[config.mk]
export PLATFORM = sky130hd
export DESIGN_NAME = pwm_duty_meter
export DESIGN_NICKNAME = d
export VERILOG_FILES = /design/src/rtl/pwm_meas_pkg.sv /design/src/rtl/sync_2ff.sv /design/src/rtl/pwm_duty_meter.sv
export SDC_FILE = /design/constraint.sdc
export NUM_CORES = 1
export LEC_CHECK = 0
export BUFFER_PORTS_ARGS = -buffer_cell sky130_fd_sc_hd__buf_2
export CAP_MARGIN = 20
export CORE_MARGIN = 4
export CORE_UTILIZATION = 25
export DETAILED_ROUTE_END_ITERATION = 12
export SYNTH_ARGS = -nofsm -noshare
export SYNTH_HDL_FRONTEND = slang
export SYNTH_SLANG_ARGS = --single-unit
[constraint.sdc]
create_clock -name clk -period 2.92 [get_ports clk]
set_clock_uncertainty 0.15 [all_clocks]
set_input_delay 0.584 -clock clk [delete_from_list [all_inputs] [get_ports clk]]
set_output_delay 0.584 -clock clk [all_outputs]
set_load 0.01 [all_outputs]
[src/rtl/pwm_meas_pkg.sv]
// pwm_meas_pkg: shared state encoding and default sizing for the PWM duty meter
package pwm_meas_pkg;

    localparam int CNT_W_DEF   = 16;
    localparam int TIMEOUT_DEF = 1000;

    localparam logic [1:0] ST_IDLE = 2'd0;
    localparam logic [1:0] ST_HIGH = 2'd1;
    localparam logic [1:0] ST_LOW  = 2'd2;

    typedef enum logic [1:0] {
        IDLE = ST_IDLE,
        HIGH = ST_HIGH,
        LOW  = ST_LOW
    } state_t;

endpackage

[src/rtl/sync_2ff.sv]
// sync_2ff: single-bit two-flop synchronizer, asynchronously reset to 0
module sync_2ff (
    input  logic clk,
    input  logic rst,
    input  logic d_i,
    output logic q_o
);

    logic meta_q, sync_q;

    // Shift the raw input through two flops on every clk
    always_ff @(posedge clk or posedge rst) begin
        if (rst) begin
            meta_q <= 1'b0;
            sync_q <= 1'b0;
        end else begin
            meta_q <= d_i;
            sync_q <= meta_q;
        end
    end

    assign q_o = sync_q;

endmodule

[src/rtl/pwm_duty_meter.sv]
// pwm_duty_meter: measures PWM high time and period in ce sample ticks, flags stuck lines
module pwm_duty_meter
    import pwm_meas_pkg::*;
#(
    parameter int CNT_W   = CNT_W_DEF,
    parameter int TIMEOUT = TIMEOUT_DEF
) (
    input  logic             clk,
    input  logic             rst,
    input  logic             ce_i,
    input  logic             pwm_in_i,
    output logic [CNT_W-1:0] high_cnt_o,
    output logic [CNT_W:0]   period_cnt_o,
    output logic             meas_valid_o,
    output logic             stuck_high_o,
    output logic             stuck_low_o
);

    localparam logic [CNT_W-1:0] TMO = CNT_W'(TIMEOUT);

    state_t           state_q;
    logic             s, s_prev_q, rise, fall, any_edge, hit;
    logic [CNT_W-1:0] run_acc_q, run_acc_d, hi_len_q, high_cnt_q;
    logic [CNT_W:0]   period_cnt_q;
    logic             meas_valid_q, stuck_high_q, stuck_low_q;

    sync_2ff u_sync (
        .clk (clk),
        .rst (rst),
        .d_i (pwm_in_i),
        .q_o (s)
    );

    assign rise      = s & ~s_prev_q;
    assign fall      = ~s & s_prev_q;
    assign any_edge  = rise | fall;
    // An edge on the sample that would saturate the counter wins over the timeout
    assign hit       = ~any_edge & (run_acc_q == TMO - 1'b1);
    assign run_acc_d = any_edge ? CNT_W'(1) : (run_acc_q == TMO) ? run_acc_q : run_acc_q + 1'b1;

    // Sample-rate datapath: previous level, saturating run length, latched high time
    always_ff @(posedge clk or posedge rst) begin
        if (rst) begin
            s_prev_q  <= 1'b0;
            run_acc_q <= '0;
            hi_len_q  <= '0;
        end else if (ce_i) begin
            s_prev_q  <= s;
            run_acc_q <= run_acc_d;
            if (fall) hi_len_q <= run_acc_q;
        end
    end

    // Measurement FSM with registered publish and stuck-line outputs
    always_ff @(posedge clk or posedge rst) begin
        if (rst) begin
            state_q      <= IDLE;
            high_cnt_q   <= '0;
            period_cnt_q <= '0;
            meas_valid_q <= 1'b0;
            stuck_high_q <= 1'b0;
            stuck_low_q  <= 1'b0;
        end else begin
            meas_valid_q <= 1'b0;
            if (ce_i) begin
                if (rise) begin
                    state_q      <= HIGH;
                    stuck_high_q <= 1'b0;
                    stuck_low_q  <= 1'b0;
                    if (state_q == LOW) begin
                        high_cnt_q   <= hi_len_q;
                        period_cnt_q <= {1'b0, hi_len_q} + {1'b0, run_acc_q};
                        meas_valid_q <= 1'b1;
                    end
                end else if (fall) begin
                    state_q      <= LOW;
                    stuck_high_q <= 1'b0;
                    stuck_low_q  <= 1'b0;
                end else if (hit) begin
                    state_q      <= IDLE;
                    stuck_high_q <= s;
                    stuck_low_q  <= ~s;
                end
            end
        end
    end

    assign high_cnt_o   = high_cnt_q;
    assign period_cnt_o = period_cnt_q;
    assign meas_valid_o = meas_valid_q;
    assign stuck_high_o = stuck_high_q;
    assign stuck_low_o  = stuck_low_q;

endmodule

After elaboration in Yosys (flattened, before gate mapping)
Cells that the tools add are included.
{"block": "totals", "reg_bits": 73, "inputBits": 4, "word_cells": 43, "out_inout_bits": 36}
{"block": "op_classes", "eq_ne": 4, "bitwise_logic": 7, "n_reduce_logical": 5, "add_sub_neg": 2, "muxes": 14}
{"cell": "16-bit by 10-bit equality test with 1-bit output (second input constant)", "n": 2}
{"cell": "16-bit two-way mux", "n": 2}
{"cell": "16-bit by 16-bit adder with 17-bit output", "n": 1}
{"cell": "16-bit by 1-bit adder with 16-bit output (second input constant)", "n": 1}
{"cell": "1-bit two-way mux", "n": 9}
{"cell": "2-bit two-way mux", "n": 3}
{"cell": "2-bit AND reduction", "n": 3}
{"cell": "1-bit AND", "n": 3}
{"cell": "1-bit NOT", "n": 3}
{"cell": "3-bit AND reduction", "n": 1}
{"cell": "3-bit nonzero test", "n": 1}
{"cell": "2-bit equality test (second input constant)", "n": 1}
{"cell": "2-bit != test (second input constant)", "n": 1}
{"cell": "1-bit bitwise OR", "n": 1}

Logic depth before layout (Yosys ltp)
Gate-level depths: netlist of run 1.
{"block": "logic_depth", "ltp_word": 8, "depth_mapped": 7, "ltp_nobuf": 7}

Cells and area by module
Synthesis of run 1 repeated with hierarchy kept, for this count alone.
{"block": "hier_totals", "hier_cells": 399, "hier_area_um2": 3832.4}
{"mod": "pwm_duty_meter", "seq_area_each_um2": 1776.7, "area_per_inst_um2": 3778.6, "instances": 1, "cells_per_inst": 396}
{"mod": "sync_2ff", "seq_area_each_um2": 50.0, "area_per_inst_um2": 53.8, "instances": 1, "cells_per_inst": 3}

Least setup slack after synthesis of run 1
No wires, ideal clock.
{"block": "synth_timing", "path_kind": "register -> register", "startpoint": "reg run_acc_q[0]", "endpoint": "reg period_cnt_q[14] (netlist: period_cnt_o[14])", "setup_time_ns": 0.069, "period_less_slack_ns": 2.441, "path_stages_with_launch": 8, "t_required_ns": 2.701, "arrival_ns": 2.222, "n_path_buf": 0, "path_slack_ns": 0.479, "cell_sequence": "dfrtp_1 ha_1 fa_1 a211oi_1 o21ai_0 and3b_1 or4_1 nand3_1"}
{"block": "synth_via", "elab_chain_len": 1}
{"element": "from (decl)", "line_no": "pwm_duty_meter.sv:23", "source": "logic [CNT_W-1:0] run_acc_q, run_acc_d, hi_len_q, high_cnt_q;"}
{"element": "from (signal assigned)", "line_no": "pwm_duty_meter.sv:49", "source": "run_acc_q <= run_acc_d;"}
{"element": "16-bit by 16-bit adder with 17-bit output", "line_no": "pwm_duty_meter.sv:72", "source": "period_cnt_q <= {1'b0, hi_len_q} + {1'b0, run_acc_q};"}
{"element": "to (signal assigned)", "line_no": "pwm_duty_meter.sv:72"}
{"element": "to (decl)", "line_no": "pwm_duty_meter.sv:24", "source": "logic [CNT_W:0] period_cnt_q;"}
Every way passes these cells.
A chain may end at the register's enable or synchronous reset.

Worst setup path after layout of run 1
Same ends and word-level chain as after synthesis.

==> flow_summary.ini, run 1 <==
[run_status]
status = complete, no violations

[sta]
fin_crit_sh = 0.923
setup_tns_ns = 0
setup_ws_ns = 0.226
slew_violations = 0
hold_slack_ns = 0.155
max_freq_mhz = 371
slew-limit-headroom = 0.479
hold_viol = 0
finalSetupViolCount = 0
rsz0062_at_grt = false
tightest_slew_ns = 0.779
fin_crit_ns = 2.69

[logic_synthesis]
yosys_warnings = 0
synth_top_area_frac = 0.478
ys_seq_area_frac = 0.478
synthArstFlopShare = 1.00
synth_nets = 428
synth-edff-count = 0
syn_area_per_cell_um2 = 9.56
synthCells = 400
ys.flop_type = dfrtp_1
syn_area_um2 = 3820
ys_types = 51
synth_top_area_cell = dfrtp_1
synth_area_leaders = dfrtp_1 48%, nand2_1 8.8%, ha_1 7.5%
ys_seq_elements = 73

[layout]
finish.utilization = 0.308
stdcell_area_um2 = 4540
num_antenna_cells = 0
num-fill-cells = 1546
layout.cells.most_common = nand2_1
area_delta_synth_final_pct = 18.7
drive_above_1_share = 0.181
final_cell_mix = 90 x nand2_1, 73 x dfrtp_1, 39 x buf_2, 35 x o21ai_0, 23 x ha_1
layout.nets = 464

[clocking]
cts.sinks = 73
postCtsSetupBuffers = 0
numCtsBuffers = 9
cts_tree = yes
clk_pin_slew_ns = 0.06
cts-root-buf = clkbuf_16
htreeDepth = 3
cts_hold_buffers = 0
cts_resized = 0
clock_latency_ns = 0.33
clock_path_buffers = 2

[setup_path]
r2r_cells = 7
cp.arrival_ns = 2.81
endpoint = period_cnt_o[14]
crit_fanout = 7
r2r-end = period_cnt_o[14]
crit_path_start = run_acc_q[0]
timing.rr.start = run_acc_q[0]
critical_path_required_ns = 3.04
endpoint_kind = flop
rrSetupSlack_ns = 0.23
start_kind = flop
path_class = reg2reg

[grt]
grt_pass1_wl_mm = 15.0
grt_antenna_before_repair = 0
grt_overflow_total = 0
grt_pass1_vias = 2989
track_usage = 0.106
grt_start_max_net_pins = 50

[die]
core_area_um2 = 14800
start_util = 0.259
dieArea_um2 = 17300
ios = 40
dieHeight_um = 132
row_count = 44
die_x_um = 132

[place]
place_area_um2 = 4220
pre_cts_ws_ns = 0.250
io_buffers = 39
hpwl_mm = 6.76
place_congestion = 0.819

[pwr]
power_density_nw_per_um2 = 613
p_leak_nw = 2.26
vdd_drop_max_mv = 0.351

[detailed_routing]
drt_wl_total_mm = 8.92
wl_per_cell_um = 14.3
top_layer = met4
ant_nets = 0
drt_first_iter_violations = 156
post-route-drc-count = 0
first_pass_iters = 4
via_count = 2970
route.met3.wl_um = 319
via_per_inst = 4.75
m1WireLength_mm = 3.98
wl_met2_mm = 4.39

[flow_run]
drv_cap = 0

[min_path]
hold_path_class = in2async
[area by class of cell]
cell class	count	area (µm²)	area share
Clock buffer	11	243	0.0535
Timing Repair Buffer	43	238	0.0524
Clock inverter	5	78.8	0.0174
Sequential cell	73	1830	0.402
Multi-Input combinational cell	296	1880	0.413
Tap cell	184	230	0.0507
Inverter	13	48.8	0.0107
[stage by stage]
step / total power [mW] / cells
after global placement: 1.61 / 609
after global routing: 2.93 / 625
after CTS: 2.83 / 625
after detailed placement: 1.63 / 609
after floorplan: 1.46 / 400
final: 2.78 / 625
[critical path, cell delays in order (launching register included)]
cell and delay, ns:
dfrtp_1 0.44, ha_1 0.27, fa_1 0.44, a211oi_1 0.40, o21ai_0 0.16, and3b_1 0.21, or4_1 0.47, nand3_1 0.09
[cells in the mapped netlist, types with 3 or more instances]
cell / number
nand4_1: 8
or4_1: 3
buf_2: 5
ha_1: 23
a31oi_1: 3
nand3_1: 9
clkbuf_1: 12
a21oi_1: 13
mux2_2: 16
xor2_1: 13
o21ai_0: 35
inv_1: 13
nor3_1: 6
nand2_1: 90
nor2_1: 21
a211oi_1: 5
dfrtp_1: 73
a21o_1: 3
o21bai_1: 4
xnor2_1: 8
o21a_1: 3
[sequential cells by signal, indices dropped and copies added, names as in the netlist]
name,cells
hi_len_q,16
stuck_high_o,1
run_acc_q,16
meas_valid_o,1
s_prev_q,1
u_sync.meta_q,1
state_q,2
u_sync.q_o,1
period_cnt_o,17
stuck_low_o,1
high_cnt_o,16
[logic make-up (layout without fill, tap and decap cells)]
logic type	after synthesis	count (layout)	share of synthesized area
simple gates	154	154	0.181
compound gates	81	81	0.134
flops	73	73	0.478
buf+inv	31	72	0.0321
fa+ha+maj	24	24	0.0805
xor+xnor	21	21	0.0481
mux	16	16	0.0471
[layer usage]
| metal | track usage | vias up |
|---|---|---|
| li1 | - | 1458 |
| met4 | 0.0420 | 0 |
| met2 | 0.179 | 48 |
| met3 | 0.0302 | 21 |
| met5 | 0 | - |
| met1 | 0.127 | 1443 |
[power by group]
part	total, mW	internal [mW]	switching (mW)
Combinational	0.404	0.167	0.237
Clock	1.18	0.770	0.411
Sequential	1.20	1.11	0.0882
[how the worst min path moves through the flow]
stage,cells past startpoint,endpoint,from,slack (ns)
floorplan,0,u_sync.q_o,u_sync.meta_q,0.18
global placement,0,u_sync.q_o,u_sync.meta_q,0.19
detailed placement,0,u_sync.q_o,u_sync.meta_q,0.19
CTS,2,period_cnt_o[15],rst,0.17
global route,1,u_sync.meta_q,pwm_in_i,0.19
finish,2,period_cnt_o[15],rst,0.15
(Power assumes the default switching activity.)
==> inputs of run 2 (changes only) <==
--- a/config.mk
+++ b/config.mk
@@ -5,11 +5,13 @@
 export SDC_FILE = /design/constraint.sdc
 export NUM_CORES = 1
 export LEC_CHECK = 0
+export ABC_AREA = 1
 export BUFFER_PORTS_ARGS = -buffer_cell sky130_fd_sc_hd__buf_2
 export CAP_MARGIN = 20
 export CORE_MARGIN = 4
 export CORE_UTILIZATION = 25
 export DETAILED_ROUTE_END_ITERATION = 12
+export SKIP_LAST_GASP = 1
 export SYNTH_ARGS = -nofsm -noshare
 export SYNTH_HDL_FRONTEND = slang
 export SYNTH_SLANG_ARGS = --single-unit
==> run 2 against run 1 <==
Net effect:
- non-clock buffer count down 2
- clock-buffer cell count unchanged
- sequential cell count unchanged
- synthesized area up 8.9%
- first-iteration DRC count up 17%
==> flow_summary.ini, run 2 <==
[clocking]
clock_latency_ns = 0.35
postCtsSetupBuffers = 0
cts_resized = 0
htreeDepth = 3
cts.sinks = 73
clock_path_buffers = 2
numCtsBuffers = 9
cts_hold_buffers = 0
clk_pin_slew_ns = 0.06
cts_tree = yes
cts-root-buf = clkbuf_16

[setup_path]
start_kind = flop
endpoint_kind = flop
path_class = reg2reg
cp.arrival_ns = 2.42
critical_path_required_ns = 3.00
crit_fanout = 19

[detailed_routing]
via_count = 3477
wl_per_cell_um = 12.1
first_pass_iters = 6
post-route-drc-count = 0
via_per_inst = 4.24
drt_wl_total_mm = 9.90
drt_first_iter_violations = 183
ant_nets = 0

[die]
start_util = 0.258
dieHeight_um = 137
die_x_um = 137
dieArea_um2 = 18800
core_area_um2 = 16100
row_count = 46
ios = 40

[sta]
slew_violations = 0
tightest_slew_ns = 0.914
slew-limit-headroom = 0.389
rsz0062_at_grt = false
max_freq_mhz = 428
fin_crit_sh = 0.801
hold_slack_ns = 0.111
hold_viol = 0
finalSetupViolCount = 0
setup_tns_ns = 0
fin_crit_ns = 2.34

[logic_synthesis]
syn_area_um2 = 4170
ys_types = 25
synthTopCellsByCount = 229 x nand2_1, 73 x dfrtp_1, 59 x inv_1
synth_top_area_cell = dfrtp_1
synth-edff-count = 0
synth_nets = 589
yosys_warnings = 0
ys_seq_elements = 73
synthArstFlopShare = 1.00
ys.flop_type = dfrtp_1
syn_area_per_cell_um2 = 7.42
synthCells = 561
synth_top_area_frac = 0.439
yosysMostFrequentCell = nand2_1
ys_seq_area_frac = 0.439
synth_area_leaders = dfrtp_1 44%, nand2_1 21%, ha_1 6.9%

[grt]
grt_antenna_before_repair = 0
grt_start_max_net_pins = 53
grt_overflow_total = 0
track_usage = 0.117
grt_pass1_vias = 3518
grt_pass1_wl_mm = 17.3

[layout]
layout.cells.most_common = nand2_1
largest_reg_flops = 17
layout.nets = 627
final_cell_mix = 229 x nand2_1, 73 x dfrtp_1, 58 x inv_1, 39 x nand3_1, 39 x buf_2
num_antenna_cells = 0
area_delta_synth_final_pct = 17.7
drive_above_1_share = 0.132

[pwr]
p_leak_nw = 2.65
vdd_drop_max_mv = 0.254
power_density_nw_per_um2 = 542

[flow_run]
drv_cap = 0

[place]
io_buffers = 39
hpwl_mm = 7.23
place_congestion = 0.872

[run_status]
status = complete, no violations

[min_path]
hold_path_class = in2async
==> run 2: power breakdown <==
group          switching [mW]  total (mW)  internal (mW)
Combinational           0.213       0.343          0.130
Sequential             0.0670        1.17           1.10
Clock                   0.438        1.14          0.705
==> run 2: through the flow <==
| stage | power, mW | setup slack [ns] | instances | utilization | instance area (µm²) |
|---|---|---|---|---|---|
| finish | 2.66 | 0.581 | 820 | 0.304 | 4900 |
| global placement | 1.54 | 0.624 | 804 | 0.285 | 4600 |
| detailed placement | 1.54 | 0.633 | 804 | 0.285 | 4600 |
| floorplan | 1.40 | 0.333 | 561 | - | 4170 |
| CTS | 2.70 | 0.600 | 820 | 0.304 | 4900 |
| global route | 2.79 | 0.369 | 820 | 0.304 | 4900 |
==> run 2: cells by family after synthesis <==
group / count (synthesis) / share of synthesized area
adders and majority gates: 24 / 0.0739
AOI/OAI and AO/OA: 48 / 0.0676
xor gates and xnor gates: 6 / 0.0126
buffers and inverters: 76 / 0.0724
and+or+nand+nor: 334 / 0.335
DFF: 73 / 0.439
==> run 2: worst max-delay path, cell delays in order (launching register included) <==
cell	delay, ns
dfrtp_1	0.40
inv_1	0.10
ha_1	0.42
nor3_1	0.20
nand2_1	0.11
o21ai_4	0.38
inv_2	0.23
o21ai_0	0.15
o21ai_2	0.07
==> run 2: worst paths after layout <==
check,startpoint,to,slack (ns),cells after the start
max in group asynchronous,rst,run_acc_q[3],1.88,3
worst min register to register,u_sync.meta_q,u_sync.q_o,0.22,0
worst max register to register,u_sync.q_o,run_acc_q[0],0.58,8
worst min-delay path,rst,period_cnt_o[3],0.11,2
worst max-delay path,u_sync.q_o,run_acc_q[0],0.58,8
min in group clk,pwm_in_i,u_sync.meta_q,0.20,1
==> run 2: cell type report <==
cell class,count,area [µm²]
sequential,73,1830
clock inverter,5,53.8
tap,216,270
fill,1770,11200
inverter,62,233
timing repair buffer,41,223
multi-input combinational,412,2040
clock buffer,11,253
==> run 2: layer usage <==
metal	track usage	vias up	wire length, µm
li1	-	1847	-
met1	0.146	1568	4720
met2	0.195	49	4630
met3	0.0287	13	371
met4	0.0432	0	179
met5	0	-	0
==> inputs of run 3 (changes only) <==
==> constraint.sdc (replaced) <==
create_clock -name clk -period 2.3 [get_ports clk]
set_clock_uncertainty 0.15 [all_clocks]
set_input_delay 0.46 -clock clk [delete_from_list [all_inputs] [get_ports clk]]
set_output_delay 0.46 -clock clk [all_outputs]
set_load 0.01 [all_outputs]
==> run 3 against run 2 <==
Net effect:
- combinational power grew 36%
- core utilization increased by 0.54 points
- worst hold slack got worse by 0.034 ns
- critical endpoint is now period_cnt_o[6]
- highest routed layer unchanged
==> flow_summary.ini, run 3 (synthesized netlist as in run 2, its figures left out) <==
[sta]
setup_tns_ns = 0
setup_ws_ns = 0.226
fin_crit_ns = 2.07
slew_violations = 0
slew-limit-headroom = 0.585
max_freq_mhz = 482
rsz0062_at_grt = false
tightest_slew_ns = 0.622
finalSetupViolCount = 0
hold_viol = 0
hold_slack_ns = 0.0772
fin_crit_sh = 0.902

[setup_path]
critPathTopFamily = simple AND/OR/NAND/NOR gates
path_depth = 9
path_buf_inv = 0
cp.arrival_ns = 2.16
path_common_cell = nand2_1
critical_path_required_ns = 2.39
path_cells = ha_1 > fa_1 > nand2_1 > nand2_1 > nand3b_1 > nand2_1 > or2_2 > nand3_1 > nand2_1
cpPeakStageDelay_ns = 0.43
path_class = reg2reg
cpMaxStageDelayCell = dfrtp_1
endpoint_kind = flop
r2r_cells = 9
start_kind = flop
crit_fanout = 6

[pwr]
finalPower_mw = 3.47
p_leak_nw = 2.69
vdd_drop_max_mv = 0.331
power_density_nw_per_um2 = 695

[grt]
track_usage = 0.120
grt_antenna_before_repair = 0
grt_pass1_vias = 3508
grt_overflow_total = 0
grt_start_max_net_pins = 36
grt_pass1_wl_mm = 17.6

[place]
place_congestion = 0.826
io_buffers = 39
dp.cells = 813
pre_cts_ws_ns = 0.239
hpwl_mm = 7.59

[detailed_routing]
wl_per_cell_um = 12.3
ant_nets = 0
via_per_inst = 4.31
drt_wl_total_mm = 10.2
first_pass_iters = 5
post-route-drc-count = 0
via_count = 3581
drt_first_iter_violations = 225

[clocking]
clk_pin_slew_ns = 0.06
cts_tree = yes
htreeDepth = 3
clock_path_buffers = 2
cts.sinks = 73
cts-root-buf = clkbuf_16
clock_latency_ns = 0.35
numCtsBuffers = 9

[die]
dieArea_um2 = 18800
start_util = 0.258
ios = 40
row_count = 46
dieHeight_um = 137
core_area_um2 = 16100
die_x_um = 137

[layout]
largest_reg_flops = 17
layout.nets = 637
num-fill-cells = 1789
final_cell_mix = 229 x nand2_1, 73 x dfrtp_1, 58 x inv_1, 39 x nand3_1, 39 x buf_2
layout.cells.most_common = nand2_1
area_delta_synth_final_pct = 19.8
drive_above_1_share = 0.143
fin_cells = 830
num_antenna_cells = 0

[min_path]
hold_depth = 1
hold_path_class = in2reg

[flow_run]
drv_cap = 0

[run_status]
status = complete, no violations
==> run 3: where the power goes <==
part,leakage [nW],switching (mW),internal [mW]
Clock,0.152,0.573,0.944
Sequential,0.995,0.0803,1.40
Combinational,1.54,0.284,0.182
Total,2.69,0.938,2.53
==> run 3: worst reg2reg max path: stages (launching register included) <==
cell and delay (ns):
dfrtp_1 0.43, ha_1 0.25, fa_1 0.40, nand2_1 0.11, nand2_1 0.07, nand3b_1 0.08, nand2_1 0.09, or2_2 0.28
nand3_1 0.06, nand2_1 0.05
==> run 3: stage by stage <==
stage	area [µm²]	util
6_report	4990	0.310
5_1_grt	4990	0.310
4_1_cts	4990	0.310
3_5_place_dp	4670	0.290
3_3_place_gp	4670	0.290
2_1_floorplan	4170	-
==> run 3: worst paths after layout <==
path | startpoint | endpoint | slack [ns]
worst min register to register | u_sync.meta_q | u_sync.q_o | 0.20
min in group asynchronous | rst | period_cnt_o[3] | 0.53
worst max register to register | run_acc_q[0] | period_cnt_o[6] | 0.23
worst min-delay path | pwm_in_i | u_sync.meta_q | 0.08
max in group asynchronous | rst | high_cnt_o[2] | 0.84
worst max-delay path | run_acc_q[0] | period_cnt_o[6] | 0.23
==> run 3: cell type report <==
class / instances / area [µm²] / share of cell area
well taps: 216 / 270 / 0.0542
clock inverters: 6 / 82.6 / 0.0166
repair buffers: 51 / 300 / 0.0602
flip-flops and latches: 73 / 1830 / 0.366
multi-input cells: 412 / 2040 / 0.410
clock buffers: 10 / 229 / 0.0459
inverters: 62 / 236 / 0.0474
==> run 3: timing repair <==
item / 4_1_cts / 5_1_grt
hold buffers: 1 / 0
resized for setup: 0 / 0
setup buffers: 0 / 0
hold endpoints to repair: 17 / 0
==> run 3: metal layers <==
metal | GRT usage | part of all wire | up-vias
met1 | 0.159 | 0.48 | 1647
met5 | 0 | 0 | -
met3 | 0.0265 | 0.041 | 11
met2 | 0.190 | 0.47 | 54
met4 | 0.0493 | 0.015 | 0
li1 | - | - | 1869
